File: config.mk
export PLATFORM = sky130hd
export DESIGN_NAME = bcd_seq_ctrl_flat
export DESIGN_NICKNAME = d
export VERILOG_FILES = /design/src/rtl/bcd_seq_ctrl_if.sv /design/src/rtl/bcd_seq_ctrl.sv /design/src/flat_wrapper.sv
export SDC_FILE = /design/constraint.sdc
export NUM_CORES = 1
export LEC_CHECK = 0
export ABC_AREA = 1
export BUFFER_PORTS_ARGS = -buffer_cell sky130_fd_sc_hd__buf_2
export CORE_UTILIZATION = 30
export DETAILED_ROUTE_END_ITERATION = 16
export SLEW_MARGIN = 20
export SYNTH_ARGS = -nofsm -noshare
export SYNTH_HDL_FRONTEND = slang
export SYNTH_SLANG_ARGS = --single-unit
File: constraint.sdc
create_clock -name Clock -period 1.7 [get_ports Clock]
set_clock_uncertainty 0.2 [all_clocks]
set_input_delay 0.085 -clock Clock [delete_from_list [all_inputs] [get_ports Clock]]
set_output_delay 0.085 -clock Clock [all_outputs]
set_load 0.03 [all_outputs]
File: src/rtl/bcd_seq_ctrl_if.sv
// Handshake and result bundle between the binary source and the BCD converter.
// Optional seven-segment output is present when SEG_DECODE_EN is defined.
interface bcd_seq_ctrl_if #(
  parameter int WIDTH  = 8,
  parameter int DIGITS = 3
);
  logic                  start;
  logic [WIDTH-1:0]      bin;
  logic                  busy;
  logic                  done;
  logic [4*DIGITS-1:0]   bcd;
`ifdef SEG_DECODE_EN
  logic [7*DIGITS-1:0]   hex;

  modport master (output start, bin, input busy, done, bcd, hex);
  modport slave  (input start, bin, output busy, done, bcd, hex);
`else
  modport master (output start, bin, input busy, done, bcd);
  modport slave  (input start, bin, output busy, done, bcd);
`endif
endinterface

File: src/rtl/bcd_seq_ctrl.sv
// Sequential double-dabble binary-to-BCD converter with start/busy/done handshake.
// Define SEG_DECODE_EN to add the active-low seven-segment hex output.
//
// state | meaning
// IDLE  | waiting for start; bcd holds the last result
// CONV  | one adjust-and-shift iteration per clock, WIDTH iterations
// DONE  | one-cycle done pulse after bcd update
module bcd_seq_ctrl #(
  parameter int WIDTH  = 8,
  parameter int DIGITS = 3
) (
  input  logic         Clock,
  input  logic         Resetn,
  bcd_seq_ctrl_if.slave bus
);
  localparam int BW = 4 * DIGITS;
  localparam int CW = $clog2(WIDTH + 1);
  localparam longint unsigned DEC_RANGE = longint'(10) ** DIGITS;
  localparam longint unsigned BIN_MAX   = (longint'(1) << WIDTH) - 1;

  generate
    if (WIDTH < 2) begin : g_bad_width
      $error("bcd_seq_ctrl: WIDTH must be at least 2");
    end
    if (DEC_RANGE <= BIN_MAX) begin : g_bad_digits
      $error("bcd_seq_ctrl: DIGITS too small to represent 2**WIDTH-1");
    end
  endgenerate

  typedef enum logic [1:0] {IDLE, CONV, DONE} state_t;

  state_t           state;
  logic [BW-1:0]    scratch;
  logic [BW-1:0]    adj;
  logic [BW-1:0]    scratch_n;
  logic [WIDTH-1:0] shreg;
  logic [WIDTH-1:0] shreg_n;
  logic [CW-1:0]    cnt;
  logic [BW-1:0]    bcd_q;
  logic             busy_q;
  logic             done_q;

  // One shared adjust stage: every nibble >= 5 gets +3, then the pair shifts left.
  always_comb begin
    adj = scratch;
    for (int i = 0; i < DIGITS; i++) begin
      if (scratch[4*i +: 4] >= 4'd5) begin
        adj[4*i +: 4] = scratch[4*i +: 4] + 4'd3;
      end
    end
    {scratch_n, shreg_n} = {adj, shreg} << 1;
  end

  always_ff @(posedge Clock or negedge Resetn) begin
    if (!Resetn) begin
      state   <= IDLE;
      scratch <= '0;
      shreg   <= '0;
      cnt     <= '0;
      bcd_q   <= '0;
      busy_q  <= 1'b0;
      done_q  <= 1'b0;
    end else begin
      case (state)
        IDLE: begin
          done_q <= 1'b0;
          busy_q <= 1'b0;
          if (bus.start) begin
            shreg   <= bus.bin;
            scratch <= '0;
            cnt     <= CW'(WIDTH);
            busy_q  <= 1'b1;
            state   <= CONV;
          end
        end
        CONV: begin
          scratch <= scratch_n;
          shreg   <= shreg_n;
          cnt     <= cnt - CW'(1);
          if (cnt == CW'(1)) begin
            bcd_q  <= scratch_n;
            busy_q <= 1'b0;
            done_q <= 1'b1;
            state  <= DONE;
          end
        end
        DONE: begin
          done_q <= 1'b0;
          state  <= IDLE;
        end
        default: begin
          busy_q <= 1'b0;
          done_q <= 1'b0;
          state  <= IDLE;
        end
      endcase
    end
  end

  assign bus.busy = busy_q;
  assign bus.done = done_q;
  assign bus.bcd  = bcd_q;

`ifdef SEG_DECODE_EN
  // Bit 0 is segment a, bit 6 is segment g; a 0 lights the segment.
  function automatic logic [6:0] seg7(input logic [3:0] d);
    case (d)
      4'd0:    seg7 = 7'b1000000;
      4'd1:    seg7 = 7'b1111001;
      4'd2:    seg7 = 7'b0100100;
      4'd3:    seg7 = 7'b0110000;
      4'd4:    seg7 = 7'b0011001;
      4'd5:    seg7 = 7'b0010010;
      4'd6:    seg7 = 7'b0000010;
      4'd7:    seg7 = 7'b1111000;
      4'd8:    seg7 = 7'b0000000;
      4'd9:    seg7 = 7'b0010000;
      default: seg7 = 7'b1111111;
    endcase
  endfunction

  generate
    for (genvar g = 0; g < DIGITS; g++) begin : g_seg
      assign bus.hex[7*g +: 7] = seg7(bcd_q[4*g +: 4]);
    end
  endgenerate
`endif

endmodule
File: src/flat_wrapper.sv
// flat-port wrapper written by rule: the top's interface ports become plain ports
module bcd_seq_ctrl_flat 
#(
  parameter int WIDTH  = 8,
  parameter int DIGITS = 3
)
  (Clock, Resetn, bus_start, bus_bin, bus_busy, bus_done, bus_bcd);
  bcd_seq_ctrl_if #(.WIDTH(WIDTH), .DIGITS(DIGITS)) bus_i ();
  input  logic Clock;
  input  logic Resetn;
  input wire logic [$bits(bus_i.start)-1:0] bus_start;
  input wire logic [$bits(bus_i.bin)-1:0] bus_bin;
  output wire logic [$bits(bus_i.busy)-1:0] bus_busy;
  output wire logic [$bits(bus_i.done)-1:0] bus_done;
  output wire logic [$bits(bus_i.bcd)-1:0] bus_bcd;
  assign bus_i.start = bus_start;
  assign bus_i.bin = bus_bin;
  assign bus_busy = bus_i.busy;
  assign bus_done = bus_i.done;
  assign bus_bcd = bus_i.bcd;
  bcd_seq_ctrl #(.WIDTH(WIDTH), .DIGITS(DIGITS)) u_core (.Clock(Clock), .Resetn(Resetn), .bus(bus_i));
endmodule
==> impl_results.md <==
- Post-synth EDFFs: 0
- Setup crit end: u_core.bus.bcd[2]
- Via count: 1646
- Via/cell ratio: 4.650
- Post-synth top area cell: dfrtp_1
- Crit-path max FO: 4
- CTS tree: done
- Routed len/inst: 11.68 microns
- Worst-path cell chain: inv_2 > ha_1 > inv_1 > nand2_1 > nand3_1 > nand2_1 > nand3_1 > nand2_1
- Pint: 2.522 mW
- Minimum clock period: 1.503 ns
- Io pins: 25
- DR iter-0 viols: 66
- DRC violations left: 0
- Cell Area, Synth: 0.001957 sq mm
- Worst slew pin tran: 0.5033 ns
- WS Path Type: register to register
- Final setup viols: 0
- Area occupied by registers: 0.001002 sq mm
- Multi-input logic area: 810.8 sq um
- Switch share: 0.4596
- Final WL: 4.134 mm
- Worst R2R Setup Slack: 0.20 ns
- Total CTS buffers: 5
- Final hold violation count: 0
- Critical path's largest stage delay: 0.40 ns
- Synth area leaders: dfrtp_1 51%, nand2_1 16%, nand3_1 6.4%
- RSZ-0062 raised after global routing: false
- Width of the die: 82.77 microns
- Main synth FF type: dfrtp_1
- Yosys reg bits: 40
- Distinct cells, synth: 21
- Critical Path Source Type: register
- Worst skew pair latency: 0.30 ns
- Die area: 0.006850 sq mm
- Clock-pin transition on the worst setup and hold timing paths: 0.08 ns
- Comb pwr share: 0.490
- Top-area cell type share of the netlist area: 0.5115
- Gr ovfl total: 0
- Pre-CTS WS: 0.09635 ns
- Initial antenna violation count: 0
- Worst path slowest cell: dfrtp_1
- Largest net degree at the start of global routing: 41
- Worst Reg2Reg Path Length in Cells: 8
- Gr usage total: 0.1425
- Bufs on Longest Clock Path: 2
- Crit path required time: 1.70 ns
- # rows: 29
- Clock share of power: 0.143
- Fraction of layout cells with a size suffix above 1: 0.1697
- Clk sinks: 40
- Core box area: 0.006314 sq mm
- FF-to-FF Start: u_core.scratch[0]
- Slack of the critical path: 0.1970 ns
- Starting density of the core: 0.3099
- Yosys warns: 0
- IO buf count: 24
- Clock Root Buffer: clkbuf_8
- Most frequent cell after synthesis: nand2_1
- Area Overhead vs Synth: 20.33%
- Ys async rst share: 1.000
- Avg Inst Size Synth: 8.292 sq um
- Syn Nets: 255
- Slew margin rel.: 0.6645
- H-tree levels: 2
- Max VDD drop: 895.9 uV
- Status: finished clean
- Final HPWL DP: 2.818 mm
- Crit path DAT: 1.50 ns
- Sequential fraction of the synthesis area: 0.5115
- First-pass DRT Iterations: 4
- TNS Setup: 0 ns
- Leakage Power: 1.220 nW
- Die height: 82.77 microns
- Power per cell area: 1982 mW/mm^2
- Fill count: 666
- Hold crit path type: input pin to async pin
- Slew Limit Fails: 0
- Diode count: 0
- Most frequent CP cell: nand2_1
- Vias in the first global route: 1585
- Post-synth top cells: 81 x nand2_1, 40 x dfrtp_1, 25 x nand3_1
- Max-cap violations: 0
- Final #Nets: 295
- Crit. Startpoint: u_core.scratch[0]
- Antenna-violating nets left: 0
- First-pass GRT wire length: 7.127 mm
- Setup crit end kind: register
- Sequential fraction of design power: 0.367
- Switch Pwr: 2.145 mW
- Reg-to-reg endpoint: u_core.bus.bcd[2]
- Mapped Cells: 236
- Fmax: 0.6653 GHz
- RePlAce Congestion: 0.8196
- Post-CTS setup buffers: 0
- Final worst path period share: 0.8841
## power by group through the flow
stage          logic, mW  clock network (mW)  registers [mW]
2_1_floorplan       1.44                   0            1.98
3_3_place_gp        2.26                   0            1.72
3_5_place_dp        2.28                   0            1.73
4_1_cts             2.31               0.687            1.71
5_1_grt             2.64               0.730            1.78
6_report            2.29               0.668            1.71
## logic make-up (layout without fill, tap and decap cells)
family / after synthesis / in the layout / share of synthesized area
AND/OR/NAND/NOR: 125 / 125 / 0.2788
AO/OA/AOI/OAI: 32 / 32 / 0.08439
buffers and inverters: 31 / 72 / 0.07417
adder cells (fa/ha/maj): 8 / 8 / 0.05115
flip-flops: 40 / 40 / 0.5115
## metrics by stage
stage	utilization	cells	cell area [sq um]	hold slack, ns	power [mW]
6_report	0.3730	354	2355	0.1588	4.667
5_1_grt	0.3730	354	2355	0.2136	5.155
4_1_cts	0.3728	354	2354	0.1834	4.706
3_5_place_dp	0.3426	336	2163	-0.02316	4.007
3_3_place_gp	0.3426	336	2163	-0.02163	3.975
2_1_floorplan	-	236	1957	-0.4106	3.419
## per-layer routing
layer	share of wire	wire [microns]	track usage
met4	0.022	89	0.06724
met3	0.040	164	0.03626
met2	0.47	1928	0.2352
met1	0.47	1952	0.1730
met5	0	0	0
## flip-flops by register name, summed over array words and instances, names as in the netlist
signal,count
u_core.bus.bcd,12
u_core.scratch,12
u_core.shreg,8
u_core.cnt,4
u_core.state,2
u_core.bus.busy,1
u_core.bus.done,1
## layout by cell type (no fill, tap or decap)
| master | count |
|---|---|
| dfrtp_1 | 39 |
| nand4_1 | 4 |
| inv_2 | 4 |
| buf_2 | 24 |
| clkbuf_8 | 6 |
| nand2_4 | 2 |
| a21oi_1 | 1 |
| nand3_2 | 1 |
| nand3_1 | 25 |
| o22ai_1 | 4 |
| buf_4 | 6 |
| clkbuf_1 | 2 |
| nor3_1 | 1 |
| nand2_1 | 81 |
| dlygate4sd3_1 | 10 |
| ha_1 | 8 |
| inv_1 | 20 |
| dfrtp_2 | 1 |
| or2_2 | 1 |
| nor2_2 | 1 |
| nor2_1 | 8 |
| nor2_4 | 1 |
| o21ai_0 | 19 |
| o21ai_1 | 8 |
## what timing repair did
item | CTS | global route
endpoints found under the setup margin | 0 | 4
hold buffers | 10 | 0
resized for setup | 0 | 3
hold endpoints to repair | 51 | 0
## how the worst min path moves through the flow
stage,slack (ns),startpoint,to
2_1_floorplan,-0.41,Resetn,u_core.bus.bcd[0]
3_3_place_gp,-0.02,Resetn,u_core.scratch[9]
3_5_place_dp,-0.02,Resetn,u_core.shreg[0]
4_1_cts,0.18,Resetn,u_core.state[1]
5_1_grt,0.21,Resetn,u_core.state[1]
6_report,0.16,Resetn,u_core.shreg[0]
## layout make-up
cell class / instances / share of cell area
sequential: 40 / 0.4256
multi-input combinational: 165 / 0.3443
timing repair buffer: 40 / 0.1126
tap: 77 / 0.04091
clock buffer: 8 / 0.03826
inverter: 24 / 0.03826
## worst max-delay path: cells and delay by family (launching register included)
| family | cells | cell delay [ns] |
|---|---|---|
| buffers and inverters | 2 | 0.15 |
| AND/OR/NAND/NOR | 5 | 0.44 |
| flip-flops | 1 | 0.40 |
| adder cells (fa/ha/maj) | 1 | 0.21 |
No activity file was read; power rests on OpenSTA's default activity.
